==> src/rtl/lcd_spi_phy_if.sv <==
// ---------------------------------------------------------------------------
// lcd_spi_phy_if
// Word-level handshake between the LCD interface controller and the SPI PHY.
//
//   spi_mosi_word  [31:0] controller -> PHY  transmit word (byte mode: [7:0])
//   spi_wide              controller -> PHY  1 = 32-bit, 0 = 8-bit transfer
//   spi_begin             controller -> PHY  start request (taken when idle)
//   spi_cs                controller -> PHY  chip-select request, active low
//   spi_busy              PHY -> controller  transfer in progress
//   spi_done              PHY -> controller  one-cycle completion pulse
//   spi_miso_word  [31:0] PHY -> controller  received word
//
// modport master: controller side, modport slave: PHY side.
// ---------------------------------------------------------------------------
interface lcd_spi_phy_if;
  logic [31:0] spi_mosi_word;
  logic        spi_wide;
  logic        spi_begin;
  logic        spi_cs;
  logic        spi_busy;
  logic        spi_done;
  logic [31:0] spi_miso_word;

  modport master (
    output spi_mosi_word,
    output spi_wide,
    output spi_begin,
    output spi_cs,
    input  spi_busy,
    input  spi_done,
    input  spi_miso_word
  );

  modport slave (
    input  spi_mosi_word,
    input  spi_wide,
    input  spi_begin,
    input  spi_cs,
    output spi_busy,
    output spi_done,
    output spi_miso_word
  );
endinterface

==> src/rtl/lcd_spi_phy.sv <==
// ---------------------------------------------------------------------------
// lcd_spi_phy
// SPI mode-0 master PHY for the ILI9341 LCD bus. Shifts one 8-bit or 32-bit
// word MSB first on mosi while capturing miso, with a programmable SCLK
// half-period of CLK_DIV clk cycles (one bit = 2*CLK_DIV cycles).
//
// Parameters:
//   CLK_DIV   clk cycles per SCLK half-period, 1..255
//
// Ports:
//   clk       system clock
//   rst_n     asynchronous active-low reset
//   ctrl      controller handshake (lcd_spi_phy_if.slave)
//   sclk      SPI clock pin, idles low
//   mosi      SPI data-out pin, holds the last transmitted bit when idle
//   miso      SPI data-in pin, sampled on the rising sclk edge
//   cs_n      SPI chip-select pin, registered copy of ctrl.spi_cs whose
//             deassertion is deferred until the transfer has finished
// ---------------------------------------------------------------------------
module lcd_spi_phy #(
  parameter int unsigned CLK_DIV = 2
) (
  input  logic         clk,
  input  logic         rst_n,
  lcd_spi_phy_if.slave ctrl,
  output logic         sclk,
  output logic         mosi,
  input  logic         miso,
  output logic         cs_n
);

  typedef enum logic [1:0] {
    IDLE = 2'd0,
    LOW  = 2'd1,
    HIGH = 2'd2
  } state_t;

  localparam logic [7:0] DIV_LAST = 8'(CLK_DIV - 1);

  state_t      state;
  logic [31:0] tx_shift;
  logic [31:0] rx_shift;
  logic [4:0]  bit_cnt;
  logic [7:0]  div_cnt;
  logic        wide;
  logic        busy;
  logic        done;
  logic [31:0] miso_word;
  logic        div_end;

  // Last clk cycle of the current sclk half-period.
  assign div_end = (div_cnt == DIV_LAST);

  // The transmit register is left-aligned for both widths, so the pin is
  // always its MSB. It only shifts on the high->low sclk edge, which keeps
  // mosi changes inside the sclk-low phase; it is left unshifted after the
  // final bit so the pin holds that bit while idle.
  assign mosi = tx_shift[31];

  assign ctrl.spi_busy      = busy;
  assign ctrl.spi_done      = done;
  assign ctrl.spi_miso_word = miso_word;

  always_ff @(posedge clk or negedge rst_n) begin
    if (!rst_n) begin
      state     <= IDLE;
      sclk      <= 1'b0;
      tx_shift  <= 32'h0;
      rx_shift  <= 32'h0;
      bit_cnt   <= 5'd0;
      div_cnt   <= 8'd0;
      wide      <= 1'b0;
      busy      <= 1'b0;
      done      <= 1'b0;
      miso_word <= 32'h0;
      cs_n      <= 1'b1;
    end else begin
      done <= 1'b0;

      // Chip select: assertion passes straight through, deassertion waits
      // for the bus to go idle so a word is never cut short. busy is low
      // from the cycle spi_done is visible, so cs_n rises one cycle later.
      if (!ctrl.spi_cs) begin
        cs_n <= 1'b0;
      end else if (!busy) begin
        cs_n <= 1'b1;
      end

      case (state)
        IDLE: begin
          if (ctrl.spi_begin) begin
            tx_shift <= ctrl.spi_wide ? ctrl.spi_mosi_word
                                      : {ctrl.spi_mosi_word[7:0], 24'h0};
            rx_shift <= 32'h0;
            wide     <= ctrl.spi_wide;
            bit_cnt  <= ctrl.spi_wide ? 5'd31 : 5'd7;
            div_cnt  <= 8'd0;
            busy     <= 1'b1;
            state    <= LOW;
          end
        end

        LOW: begin
          if (div_end) begin
            // Rising sclk: the slave has held miso stable through the low
            // phase, so it is captured here without a synchronizer.
            div_cnt  <= 8'd0;
            sclk     <= 1'b1;
            rx_shift <= {rx_shift[30:0], miso};
            state    <= HIGH;
          end else begin
            div_cnt <= div_cnt + 8'd1;
          end
        end

        HIGH: begin
          if (div_end) begin
            div_cnt <= 8'd0;
            sclk    <= 1'b0;
            if (bit_cnt != 5'd0) begin
              tx_shift <= {tx_shift[30:0], 1'b0};
              bit_cnt  <= bit_cnt - 5'd1;
              state    <= LOW;
            end else begin
              // Byte transfers land in the low byte with the rest zeroed.
              miso_word <= wide ? rx_shift : {24'h0, rx_shift[7:0]};
              busy      <= 1'b0;
              done      <= 1'b1;
              state     <= IDLE;
            end
          end else begin
            div_cnt <= div_cnt + 8'd1;
          end
        end

        default: begin
          state <= IDLE;
        end
      endcase
    end
  end

endmodule

==> src/flat_wrapper.sv <==
// flat-port wrapper written by rule: the top's interface ports become plain ports
module lcd_spi_phy_flat 
#(
  parameter int unsigned CLK_DIV = 2
)
  (clk, rst_n, sclk, mosi, miso, cs_n, ctrl_spi_mosi_word, ctrl_spi_wide, ctrl_spi_begin, ctrl_spi_cs, ctrl_spi_busy, ctrl_spi_done, ctrl_spi_miso_word);
  lcd_spi_phy_if ctrl_i ();
  input  logic clk;
  input  logic rst_n;
  output logic sclk;
  output logic mosi;
  input  logic miso;
  output logic cs_n;
  input wire logic [$bits(ctrl_i.spi_mosi_word)-1:0] ctrl_spi_mosi_word;
  input wire logic [$bits(ctrl_i.spi_wide)-1:0] ctrl_spi_wide;
  input wire logic [$bits(ctrl_i.spi_begin)-1:0] ctrl_spi_begin;
  input wire logic [$bits(ctrl_i.spi_cs)-1:0] ctrl_spi_cs;
  output wire logic [$bits(ctrl_i.spi_busy)-1:0] ctrl_spi_busy;
  output wire logic [$bits(ctrl_i.spi_done)-1:0] ctrl_spi_done;
  output wire logic [$bits(ctrl_i.spi_miso_word)-1:0] ctrl_spi_miso_word;
  assign ctrl_i.spi_mosi_word = ctrl_spi_mosi_word;
  assign ctrl_i.spi_wide = ctrl_spi_wide;
  assign ctrl_i.spi_begin = ctrl_spi_begin;
  assign ctrl_i.spi_cs = ctrl_spi_cs;
  assign ctrl_spi_busy = ctrl_i.spi_busy;
  assign ctrl_spi_done = ctrl_i.spi_done;
  assign ctrl_spi_miso_word = ctrl_i.spi_miso_word;
  lcd_spi_phy #(.CLK_DIV(CLK_DIV)) u_core (.clk(clk), .rst_n(rst_n), .ctrl(ctrl_i), .sclk(sclk), .mosi(mosi), .miso(miso), .cs_n(cs_n));
endmodule
==> config.mk <==
export PLATFORM = sky130hd
export DESIGN_NAME = lcd_spi_phy_flat
export DESIGN_NICKNAME = d
export VERILOG_FILES = /design/src/rtl/lcd_spi_phy_if.sv /design/src/rtl/lcd_spi_phy.sv /design/src/flat_wrapper.sv
export SDC_FILE = /design/constraint.sdc
export NUM_CORES = 1
export LEC_CHECK = 0
export CAP_MARGIN = 20
export CORE_ASPECT_RATIO = 2
export CORE_MARGIN = 5
export CORE_UTILIZATION = 30
export DETAILED_ROUTE_END_ITERATION = 16
export GPL_TIMING_DRIVEN = 0
export HOLD_SLACK_MARGIN = 0.08
export PLACE_DENSITY_LB_ADDON = 0.15
export SYNTH_ARGS = -nofsm -noshare
export SYNTH_HDL_FRONTEND = slang
export SYNTH_SLANG_ARGS = --single-unit
==> constraint.sdc <==
create_clock -name clk -period 2.3 [get_ports clk]
set_clock_uncertainty 0.15 [all_clocks]
set_input_delay 0.46 -clock clk [delete_from_list [all_inputs] [get_ports clk]]
set_output_delay 0.46 -clock clk [all_outputs]
set_load 0.02 [all_outputs]
==> results of run 1 <==
-- synth_stat cells, types with 4 or more instances --
library cell,count,area (sq um)
sky130_fd_sc_hd__a21oi_1,8,40.0
sky130_fd_sc_hd__ha_1,8,100
sky130_fd_sc_hd__o21ai_0,38,190
sky130_fd_sc_hd__inv_1,35,131
sky130_fd_sc_hd__a22o_1,54,473
sky130_fd_sc_hd__mux2_1,16,180
sky130_fd_sc_hd__dfrtp_1,115,2880
sky130_fd_sc_hd__mux2_2,27,304
sky130_fd_sc_hd__clkbuf_1,16,60.1
sky130_fd_sc_hd__mux2i_1,10,100
sky130_fd_sc_hd__nor2_1,6,22.5
sky130_fd_sc_hd__or3_1,4,25.0
sky130_fd_sc_hd__nand2_1,21,78.8
sky130_fd_sc_hd__nand3_1,27,135
sky130_fd_sc_hd__buf_4,6,45.0
sky130_fd_sc_hd__buf_6,6,67.6
-- critical path: cells and delay by family, from the launching register on --
family / cells / cell delay [ns]
mux: 1 / 0.29
buf+inv: 4 / 0.47
flops: 1 / 0.39
fa+ha+maj: 1 / 0.12
compound gates: 1 / 0.20
simple gates: 2 / 0.64
-- sequential cells by signal (all words and copies together), names as in the netlist --
register,flops
u_core.sclk,1
u_core.ctrl.spi_busy,1
u_core.cs_n,1
u_core.ctrl.spi_done,1
u_core.rx_shift,32
u_core.state,2
u_core.bit_cnt,5
u_core.wide,1
u_core.ctrl.spi_miso_word,32
u_core.div_cnt,8
u_core.tx_shift,32
-- power by group --
part / internal [uW] / leakage [uW] / switching (uW)
sequential: 2380 / 0.00154 / 206
combinational: 1570 / 0.00153 / 1300
clock: 1650 / 0.000299 / 1090
total: 5600 / 0.00337 / 2600
-- timing repair --
action / CTS / global route
cloned: 3 / 7
hold buffers: 1 / 0
buffers inserted: 14 / 8
setup endpoints to repair: 101 / 105
pin swaps: 5 / 4
endpoints found under the hold margin: 38 / 0
gates resized for setup: 60 / 62
-- layer usage --
metal / vias to the layer above / track usage, % / wire, um
met4: 0 / 5.04 / 202
met2: 62 / 20.2 / 6270
met1: 1897 / 17.4 / 5840
met5: - / 0 / 0
li1: 1827 / - / -
met3: 12 / 3.24 / 411
-- final cells by class --
class,instances,area (sq um)
well taps,210,263
multi-input cells,257,2180
fillers,1601,9520
repair buffers,108,1240
plain buffers,27,256
flip-flops and latches,116,2900
clock buffers,17,425
inverters,35,131
clock inverters,15,185
-- per-stage QoR --
step           utilization, %  std cells  hold slack (ns)  setup TNS [ns]
3_3_place_gp             36.2        723            0.317         -510.12
4_1_cts                  42.0        771            0.329           -3.40
5_1_grt                  44.3        785            0.353          -10.55
3_5_place_dp             36.4        724            0.254          -14.65
6_report                 44.3        785            0.324           -2.46
2_1_floorplan               -        439           0.0144               0
-- logic make-up after synthesis --
kind of cell	after synthesis	share of synthesized area, %
flip-flops	116	56.0
AO/OA/AOI/OAI	114	15.8
AND/OR/NAND/NOR	79	8.13
buffers and inverters	66	6.34
multiplexers	53	11.3
adder cells (fa/ha/maj)	8	1.93
XOR/XNOR	3	0.507
-- worst paths after layout --
kind / from / endpoint / slack [ns] / cells after the start
setup / recovery: u_core.div_cnt[1] / u_core.tx_shift[24] / -0.08 / 9
hold / removal: u_core.cs_n / u_core.cs_n / 0.32 / 2
setup reg to reg: u_core.div_cnt[1] / u_core.tx_shift[24] / -0.08 / 9
hold reg to reg: u_core.cs_n / u_core.cs_n / 0.32 / 2
max in group asynchronous: rst_n / u_core.cs_n / 0.86 / 3
min in group asynchronous: rst_n / u_core.tx_shift[26] / 0.39 / 2
==> results by stage, run 1 <==
Run status:
- The flow ran to the end, but the final reports show violations.
- The final reports fail on setup timing.

Layout:
- Leaving out fill and tap cells, the most frequent cells in the layout are sky130_fd_sc_hd__dfrtp_1, sky130_fd_sc_hd__clkdlybuf4s50_1, sky130_fd_sc_hd__a22o_1.
- Leaving out fill and tap cells, the most frequent cell in the layout is sky130_fd_sc_hd__dfrtp_1.
- The antenna cell count is 0.
- In the final design database the tool counted 608 nets.
- Relative to the synthesized area, the layout overhead comes to 46.2%.
- Of the cells placed in the final design, the portion with a size suffix greater than 1 is between 20% and 30%.
- The final design area excluding fillers is 7580 sq um.

Die:
- The chip height is 196 um.
- The core region is 17,100 sq um.
- The floorplan step set the die width to approximately 100 um.
- The floorplan step defined a die boundary enclosing 20,200 sq um.
- The row count is slightly below 70.
- The effective utilization at floorplan is approximately 30%.
- The count of pins on the block boundary is 75.

Routing:
- The number of DRC markers in iteration 0 is about 110.
- For this run, design rule violations remaining after detail routing come to 0.
- After detailed routing, the number of vias per cell comes to about 4.8.
- The average detailed-routed wire length per instance is approximately 16 um.
- The pre-antenna-repair detailed-routing pass consisted of 4 iterations.
- The total vias in the final route is about 3,800.
- After detailed routing, the total wire length is 12,700 um.
- The count of nets left with antenna violations once routing finished came out at 0.

STA:
- The final critical-path required period is 2.38 ns.
- The slew at the pin closest to its max-slew limit is ~0.72 ns.
- Setup repair after global routing could not meet its margin everywhere.
- The post-route fraction of the period consumed by the critical path is 104%.
- After layout, the worst setup slack is -0.0842 ns.
- The highest attainable clock frequency is between 400 and 500 MHz.
- The count of pins over their slew limit is 0.
- The final-report hold violation count is 0.
- Setup violations remaining at the end of the flow were counted as around 70.
- The tightest slew margin relative to the limit is about half.

Worst setup path:
- The slowest cell on the critical path is sky130_fd_sc_hd__or4b_4.
- The delay contributed by the slowest stage of the critical path is ~0.5 ns.
- Data arrives at the worst endpoint at ~2.5 ns.
- Walking the worst path, the cells encountered are inv_1, ha_1, or4b_4, nor2_4, a41o_1, buf_6, buf_12, clkbuf_16, mux2_4.
- The startpoint-to-endpoint class of the critical path is register to register.
- The required time reported for the critical path endpoint is approximately 2.4 ns.
- STA classifies the critical path startpoint as a register.
- The largest driver fanout on the critical path is 5.
- The type of destination of the critical path is a register.

CTS:
- The later-pin clock latency in the skew report is roughly 0.42 ns.
- The clock buffer count from CTS is 17.
- The root buffer cell is sky130_fd_sc_hd__clkbuf_16.
- The number of levels the H-tree was split into is 4.
- The TritonCTS clock tree is done.
- For this design, the sink count on the clock tree is around 120.
- In this run the deepest clock path goes through 2 buffers.
- The clock transition time at the flip-flop clock pins of the worst setup and hold paths is approximately 0.060 ns.

Yosys:
- A synthesized cell averages between 10 and 15 sq um.
- The post-synthesis instance area is approximately 5200 sq um.
- The number of synthesized flops with an enable pin is 0.
- For this run, the number of Yosys warnings is 0.
- Sequential elements use 56.0% of the synthesized area.
- The net count after synthesis is 485.
- The synthesized design contains ~120 register bits.
- After synthesis, the netlist uses 43 different library cells.
- The post-synthesis cell count is between 400 and 500.
- The prevailing post-synth register cell is sky130_fd_sc_hd__dfrtp_1.
- Of all flip-flops after synthesis, the portion carrying an async set or reset was between 90% and 100%.

GRT:
- The first global-routing pass estimated between 20,000 and 25,000 um of wire.
- The initial antenna violation count is 0.
- Global routing consumed, over all layers together, 13.0% of the routing resources.
- Entering global routing, the biggest net connects a little under 80 pins.
- The leftover overflow at the end of global routing is 0.
- The number of global-route vias before repair is 3,971.

Worst hold path:
- The min-delay analysis places its worst path in the category register to register.

Power and ir drop:
- The standby leakage power is between 0.003 and 0.004 uW.
- VDD sags by at most ~0.63 mV.
- The power per cell area is ~1100 nW/um^2.
- The final total power is 8200 uW.

Placement:
- Summed over all nets, the half-perimeter wirelength after detailed placement is between 8000 and 9000 um.
- The worst setup slack before clock tree synthesis is -0.333 ns.
- Routability-driven placement finished with a final weighted congestion of ~0.75.
- The placed instance area is between 6000 and 7000 sq um.
- The count of buffers added on input and output ports is 74.

Flow run:
- The number of maximum-capacitance violations is 0.
No activity file was read; power rests on OpenSTA's default activity.
==> inputs of run 2 (changes only) <==
Settings changed: CTS_BUF_LIST set to sky130_fd_sc_hd__clkbuf_2 sky130_fd_sc_hd__clkbuf_4 sky130_fd_sc_hd__clkbuf_8.
==> results by stage, run 2 (same netlist as run 1, synthesis figures left out) <==
Run status:
- Result of the run: finished with violations (unchanged).
- Violated checks: setup timing (unchanged).

Layout:
- The area growth from synthesis to layout is 41.5% (was 46.2%).
- The count of nets after finishing is 607 (was 608).
- The count of fill cells added during filler insertion is 1,637 (was 1,601).
- The antenna cell count is 0 (unchanged).
- Most used cells in the layout excluding fill and tap cells: sky130_fd_sc_hd__dfrtp_1, sky130_fd_sc_hd__clkdlybuf4s50_1, sky130_fd_sc_hd__a22o_1 (unchanged).
- The leading cell type in the layout, fill and taps excluded is sky130_fd_sc_hd__dfrtp_1 (unchanged).
- The area used by sequential logic in the layout is 2900 sq um (unchanged).
- The ratio of cells with drive above 1 in the final layout is 26.7% (was 27.1%).
- The area occupied by multi-input gates came to 2170 sq um (was 2180 sq um).

Worst setup path:
- The delay contributed by the slowest stage of the critical path is 0.50 ns (about the same).
- The type of element launching the critical path was a register (unchanged).
- The data arrival time of the critical path is 2.57 ns (was 2.53 ns).
- The worst setup path startpoint was u_core.div_cnt[1] (unchanged).
- The reg-to-reg critical path startpoint is u_core.div_cnt[1] (unchanged).
- The slowest cell on the critical path is sky130_fd_sc_hd__or4b_4 (unchanged).
- The largest driver fanout on the critical path is 5 (unchanged).
- Cell Chain, Critical Path: inv_1, ha_1, or4b_4, nor2_4, a41o_1, buf_6, buf_12, clkbuf_16, mux2_1 (was inv_1, ha_1, or4b_4, nor2_4, a41o_1, buf_6, buf_12, clkbuf_16, mux2_4).
- The type of destination of the critical path was a register (unchanged).
- The required time reported for the critical path endpoint is 2.48 ns (was 2.44 ns).
- The setup slack on the worst flop-to-flop path was -0.09 ns (was -0.08 ns).
- The startpoint-to-endpoint class of the critical path is register to register (unchanged).

Die:
- The placeable core region is 17,100 sq um (unchanged).
- The chip height is 196 um (unchanged).
- The total die area is 20,200 sq um (unchanged).
- The row count is 68 (unchanged).
- The floorplan die width is 103 um (unchanged).
- The effective utilization at floorplan is 30.3% (unchanged).
- The count of pins on the block boundary is 75 (unchanged).

CTS:
- The CTS sink count is 116 (unchanged).
- The number of levels the H-tree was split into came to 4 (unchanged).
- The clock transition time at the flip-flop clock pins of the worst setup and hold paths is 0.08 ns (was 0.06 ns).
- The root buffer cell was sky130_fd_sc_hd__clkbuf_8 (was sky130_fd_sc_hd__clkbuf_16).
- The TritonCTS clock tree was done (unchanged).
- The maximum buffer depth of the clock tree was 2 (unchanged).
- The clock buffer count from CTS is 17 (unchanged).
- The later-pin clock latency in the skew report is 0.45 ns (was 0.42 ns).

Power and ir drop:
- The largest vdd supply drop is 0.596 mV (was 0.631 mV).
- The net switching power of the design was 2550 uW (was 2600 uW).
- The portion of total power attributed to the clock network is 26.5% (was 33.4%).
- The standby leakage power is 0.00328 uW (was 0.00337 uW).
- The final total power came to 7610 uW (was 8200 uW).
- The power per cell area is 1040 nW/um^2 (was 1080 nW/um^2).
- The combinational group share of total power was 39.6% (was 35.1%).
- The internal cell power is 5060 uW (was 5600 uW).
- The switching part of the total is 33.5% (was 31.7%).
- The fraction of power consumed by sequential logic is 33.8% (was 31.5%).

STA:
- The least setup slack across all paths after layout is -0.0921 ns (was -0.0842 ns).
- The tightest slew margin relative to the limit came to 52.3% (was 51.9%).
- The worst hold slack after final layout was 0.327 ns (was 0.324 ns).
- The final-report hold violation count was 0 (unchanged).
- The post-route fraction of the period consumed by the critical path is 104% (about the same).
- The count of pins over their slew limit came to 0 (unchanged).
- The final setup violation count was 47 (was 72).
- Unrepaired setup endpoints after global routing: true (unchanged).
- The slew at the pin closest to its max-slew limit was 0.716 ns (was 0.721 ns).
- The final critical-path required period is 2.39 ns (was 2.38 ns).
- The highest attainable clock frequency is 418 MHz (was 419 MHz).

Routing:
- The number of DRC markers in iteration 0 came to 136 (was 111).
- The mean number of vias per cell came to 4.88 (was 4.84).
- The total vias in the final route came to 3,829 (was 3,798).
- The wire length after detailed routing came to 12,600 um (was 12,700 um).
- The first-pass detailed-route iteration total came to 4 (unchanged).
- The DRC violation count after routing came to 0 (unchanged).
- The final antenna-violating net count was 0 (unchanged).
- The average detailed-routed wire length per instance is 16.0 um (was 16.2 um).

GRT:
- The leftover overflow at the end of global routing was 0 (unchanged).
- The all-layer global routing usage is 12.9% (was 13.0%).
- The wire length of the first global-routing pass is 20,400 um (was 20,600 um).
- The number of global-route vias before repair was 3,948 (was 3,971).
- The initial antenna violation count came to 0 (unchanged).
- The maximum number of pins on one net before global-route repair is 79 (unchanged).

Placement:
- The worst setup slack before clock tree synthesis is -0.333 ns (unchanged).
- The half-perimeter wire length of the detailed placement result is 8080 um (unchanged).
- The weighted congestion reported at the end of routability-driven placement came to 0.750 (unchanged).
- The number of buffers inserted by port buffering is 74 (unchanged).

Worst hold path:
- The launch point of the worst hold path is u_core.cs_n (unchanged).
- The worst hold-check path type was register to register (unchanged).

Flow run:
- The number of maximum-capacitance violations is 0 (unchanged).
[run 2: layer usage]
layer	up-vias	wire (um)	GRT usage (%)
li1	1823	-	-
met1	1931	5720	17.0
met2	61	6220	19.8
met3	14	449	3.24
met4	0	185	5.33
met5	-	0	0
[run 2: path summary, 6_finish.rpt]
check | endpoint | cells after the start
setup reg to reg | u_core.tx_shift[21] | 9
hold / removal | u_core.cs_n | 2
hold reg to reg | u_core.cs_n | 2
min in group asynchronous | u_core.tx_shift[26] | 2
setup / recovery | u_core.tx_shift[21] | 9
max in group asynchronous | u_core.cs_n | 3
[run 2: cell type report]
class                      instances  area share, %
buffer                            27           3.29
clock buffer                      17           3.19
clock inverter                    15           2.52
inverter                          35           1.79
multi-input combinational        257           29.5
sequential                       116           39.6
tap                              210           3.58
timing repair buffer             107           16.5
[run 2: worst max-delay path, delay by kind of cell, from the launching register on]
kind                     cells  cell delay (ns)
flip-flops                   1             0.40
adder cells (fa/ha/maj)      1             0.12
buffers and inverters        4             0.46
AO/OA/AOI/OAI                1             0.21
AND/OR/NAND/NOR              2             0.63
multiplexers                 1             0.31
[run 2: power groups by stage]
stage	Clock, uW	Combinational (uW)	Sequential [uW]
6_report	2020	3020	2580
5_1_grt	2170	3260	2620
4_1_cts	2100	2490	2580
3_5_place_dp	0	2030	2620
3_3_place_gp	0	2010	2610
2_1_floorplan	0	1480	2580
[run 2: stage by stage]
stage / setup TNS [ns] / cell area (sq um) / utilization [%] / std cells
after detailed placement: -14.65 / 6220 / 36.4 / 724
final: -1.71 / 7340 / 42.9 / 784
after floorplan: 0 / 5190 / - / 439
after global routing: -7.78 / 7340 / 42.9 / 784
after global placement: -510.12 / 6190 / 36.2 / 723
after CTS: -3.78 / 6970 / 40.8 / 770
[run 2: what timing repair did]
item                                    in CTS  in global routing
resized for setup                           50                 66
gates cloned                                 3                  7
hold buffers                                 1                  0
endpoints found under the setup margin     101                101
setup buffers                               13                  8
hold endpoints to repair                    38                  0
pin swaps                                    3                  3
==> inputs of run 3 (changes only) <==
Settings changed: CORE_UTILIZATION 30 to 50.
==> results by stage, run 3 (same netlist as run 1, synthesis figures left out) <==
Run status:
- Result of the run: finished with violations (unchanged).
- Violated checks: setup timing (unchanged).

Worst setup path:
- The delay contributed by the slowest stage of the critical path is 0.52 ns (was 0.50 ns).
- The type of destination of the critical path is a register (unchanged).
- The largest driver fanout on the critical path is 10 (was 5).
- The reg-to-reg critical path startpoint is u_core.div_cnt[1] (unchanged).
- The cell class contributing the biggest share of worst-path delay is simple AND/OR/NAND/NOR gates (unchanged).
- The startpoint-to-endpoint class of the critical path is register to register (unchanged).
- The buffering stage count on the worst path with inverters included is 3 (was 4).
- Cell Chain, Critical Path: inv_1, ha_1, or4b_4, nor2_4, a41o_1, buf_6, buf_8, mux2_2 (was inv_1, ha_1, or4b_4, nor2_4, a41o_1, buf_6, buf_12, clkbuf_16, mux2_1).
- The worst flop-to-flop path endpoint is u_core.tx_shift[26] (was u_core.tx_shift[21]).
- The slowest cell on the critical path is sky130_fd_sc_hd__or4b_4 (unchanged).
- The data arrival time of the critical path is 2.50 ns (was 2.57 ns).
- The number of cells on the worst reg-to-reg path is 8 (was 9).
- The setup slack on the worst flop-to-flop path is -0.04 ns (was -0.09 ns).
- The type of element launching the critical path is a register (unchanged).
- The required time reported for the critical path endpoint is 2.46 ns (was 2.48 ns).
- The worst setup path startpoint is u_core.div_cnt[1] (unchanged).

STA:
- The slew at the pin closest to its max-slew limit is 0.694 ns (was 0.716 ns).
- The count of pins over their slew limit is 0 (unchanged).
- The tightest slew margin relative to the limit is 53.8% (was 52.3%).
- The final setup violation count was 28 (was 47).
- The worst hold slack after final layout was 0.335 ns (was 0.327 ns).
- The least setup slack across all paths after layout is -0.0437 ns (was -0.0921 ns).
- The post-route fraction of the period consumed by the critical path is 102% (was 104%).
- The final-report hold violation count is 0 (unchanged).
- The final critical-path required period came to 2.34 ns (was 2.39 ns).
- The highest attainable clock frequency is 427 MHz (was 418 MHz).
- Unrepaired setup endpoints after global routing: true (unchanged).

Worst hold path:
- The launch point of the worst hold path is u_core.cs_n (unchanged).
- The worst min-delay path endpoint is u_core.cs_n (unchanged).
- The number of cells on the worst hold path is 2 (unchanged).
- The worst hold-check path type is register to register (unchanged).

Routing:
- The mean number of vias per cell is 5.41 (was 4.88).
- The first-pass detailed-route iteration total is 5 (was 4).
- The total vias in the final route is 3,801 (was 3,829).
- The number of DRC markers in iteration 0 is 159 (was 136).
- The wire length after detailed routing is 11,900 um (was 12,600 um).
- The DRC violation count after routing is 0 (unchanged).
- The final antenna-violating net count came to 0 (unchanged).
- The average detailed-routed wire length per instance is 16.9 um (was 16.0 um).

Layout:
- The ratio of cells with drive above 1 in the final layout is 25.6% (was 26.7%).
- The non-filler instance count after layout is 702 (was 784).
- The leading cell type in the layout, fill and taps excluded is sky130_fd_sc_hd__dfrtp_1 (unchanged).
- The count of fill cells added during filler insertion is 808 (was 1,637).
- The area growth from synthesis to layout is 35.1% (was 41.5%).
- The final design area excluding fillers is 7010 sq um (was 7340 sq um).
- The count of nets after finishing is 600 (was 607).
- Most used cells in the layout excluding fill and tap cells: sky130_fd_sc_hd__dfrtp_1, sky130_fd_sc_hd__clkdlybuf4s50_1, sky130_fd_sc_hd__a22o_1 (unchanged).
- The antenna cell count was 0 (unchanged).

CTS:
- The clock buffer count from CTS is 17 (unchanged).
- The maximum buffer depth of the clock tree is 2 (unchanged).
- The CTS sink count was 116 (unchanged).
- The clock transition time at the flip-flop clock pins of the worst setup and hold paths is 0.07 ns (was 0.08 ns).
- The later-pin clock latency in the skew report is 0.42 ns (was 0.45 ns).
- The TritonCTS clock tree is done (unchanged).
- The root buffer cell is sky130_fd_sc_hd__clkbuf_8 (unchanged).
- The number of levels the H-tree was split into came to 4 (unchanged).

Die:
- The row count came to 52 (was 68).
- The floorplan die width came to 82.0 um (was 103 um).
- The effective utilization at floorplan is 51.1% (was 30.3%).
- The chip height was 154 um (was 196 um).
- The total die area is 12,600 sq um (was 20,200 sq um).
- The count of pins on the block boundary is 75 (unchanged).
- The placeable core region is 10,100 sq um (was 17,100 sq um).

Placement:
- The worst setup slack before clock tree synthesis was -0.288 ns (was -0.333 ns).
- The number of buffers inserted by port buffering is 74 (unchanged).
- The half-perimeter wire length of the detailed placement result was 8250 um (was 8080 um).
- The cell count after placement is 649 (was 724).
- The placed instance area is 6120 sq um (was 6220 sq um).
- The weighted congestion reported at the end of routability-driven placement came to 0.813 (was 0.750).

GRT:
- The initial antenna violation count came to 0 (unchanged).
- The global-route track usage on met3 was 5.39% (was 3.24%).
- The maximum number of pins on one net before global-route repair is 65 (was 79).
- The all-layer global routing usage is 19.9% (was 12.9%).
- The wire length of the first global-routing pass was 19,300 um (was 20,400 um).
- The global-route met2 utilization is 36.1% (was 19.8%).
- The met1 layer usage reported by global route is 21.3% (was 17.0%).
- The leftover overflow at the end of global routing is 0 (unchanged).
- The number of global-route vias before repair was 4,009 (was 3,948).
- The layer with the highest usage after global routing is met2 (unchanged).

Power and ir drop:
- The final total power is 6770 uW (was 7610 uW).
- The power per cell area is 966 nW/um^2 (was 1040 nW/um^2).
- The standby leakage power is 0.00314 uW (was 0.00328 uW).
- The largest vdd supply drop is 0.652 mV (was 0.596 mV).

Flow run:
- The number of maximum-capacitance violations came to 0 (unchanged).
==> run 3: cell count changes in the layout (fill, tap and decap cells not counted), sizes merged <==
cell	previous run	this run
clkinv	2	5
buf	42	39
clkbuf	35	37
inv	45	35
clkinvlp	1	2
==> run 3: tightest hold or removal path, cell delays in order (launching register included) <==
cell and delay [ns]:
sky130_fd_sc_hd__dfstp_2 0.37, sky130_fd_sc_hd__inv_1 0.04, sky130_fd_sc_hd__a21boi_0 0.07
==> run 3: how the worst max path moves through the flow <==
stage	slack, ns	to	cells past startpoint
2_1_floorplan	0.02	u_core.ctrl.spi_miso_word[7]	6
3_3_place_gp	-3.83	u_core.tx_shift[13]	1
3_5_place_dp	-0.29	u_core.div_cnt[7]	6
4_1_cts	-0.003	u_core.ctrl.spi_miso_word[25]	9
5_1_grt	-0.12	u_core.tx_shift[25]	8
6_report	-0.04	u_core.tx_shift[26]	8
==> run 3: timing repair <==
| action | 4_1_cts | 5_1_grt |
|---|---|---|
| setup endpoints to repair | 77 | 93 |
| hold endpoints to repair | 51 | 0 |
| cloned | 1 | 2 |
| pin swaps | 2 | 4 |
| setup buffers | 12 | 9 |
| hold buffers | 1 | 0 |
| resized for setup | 15 | 74 |
==> run 3: per-stage QoR <==
| step | setup TNS (ns) | util [%] |
|---|---|---|
| 6_report | -0.791 | 69.0 |
| 5_1_grt | -4.66 | 69.0 |
| 4_1_cts | -0.00251 | 65.7 |
| 3_5_place_dp | -10.43 | 60.3 |
| 3_3_place_gp | -450.23 | 60.1 |
| 2_1_floorplan | 0 | - |
==> run 3: per-layer routing <==
metal | up-vias | part of all wire, %
met5 | - | 0
met4 | 0 | 2.0
met3 | 19 | 3.9
met2 | 91 | 57
met1 | 1894 | 38
li1 | 1797 | -
==> run 3: area by class of cell <==
| cell class | instances | area, sq um | share of cell area [%] |
|---|---|---|---|
| flip-flops and latches | 116 | 2900 | 41.5 |
| multi-input cells | 257 | 2150 | 30.8 |
| repair buffers | 100 | 1020 | 14.5 |
| clock buffers | 23 | 292 | 4.16 |
| plain buffers | 27 | 233 | 3.32 |
| well taps | 135 | 169 | 2.41 |
| inverters | 35 | 131 | 1.88 |
| clock inverters | 9 | 104 | 1.48 |
==> run 3: power breakdown <==
part           switching, uW  leakage, uW  internal [uW]
Clock                    792     0.000203           1060
Combinational           1200      0.00139           1130
Sequential               206      0.00154           2380
Total                   2200      0.00314           4570
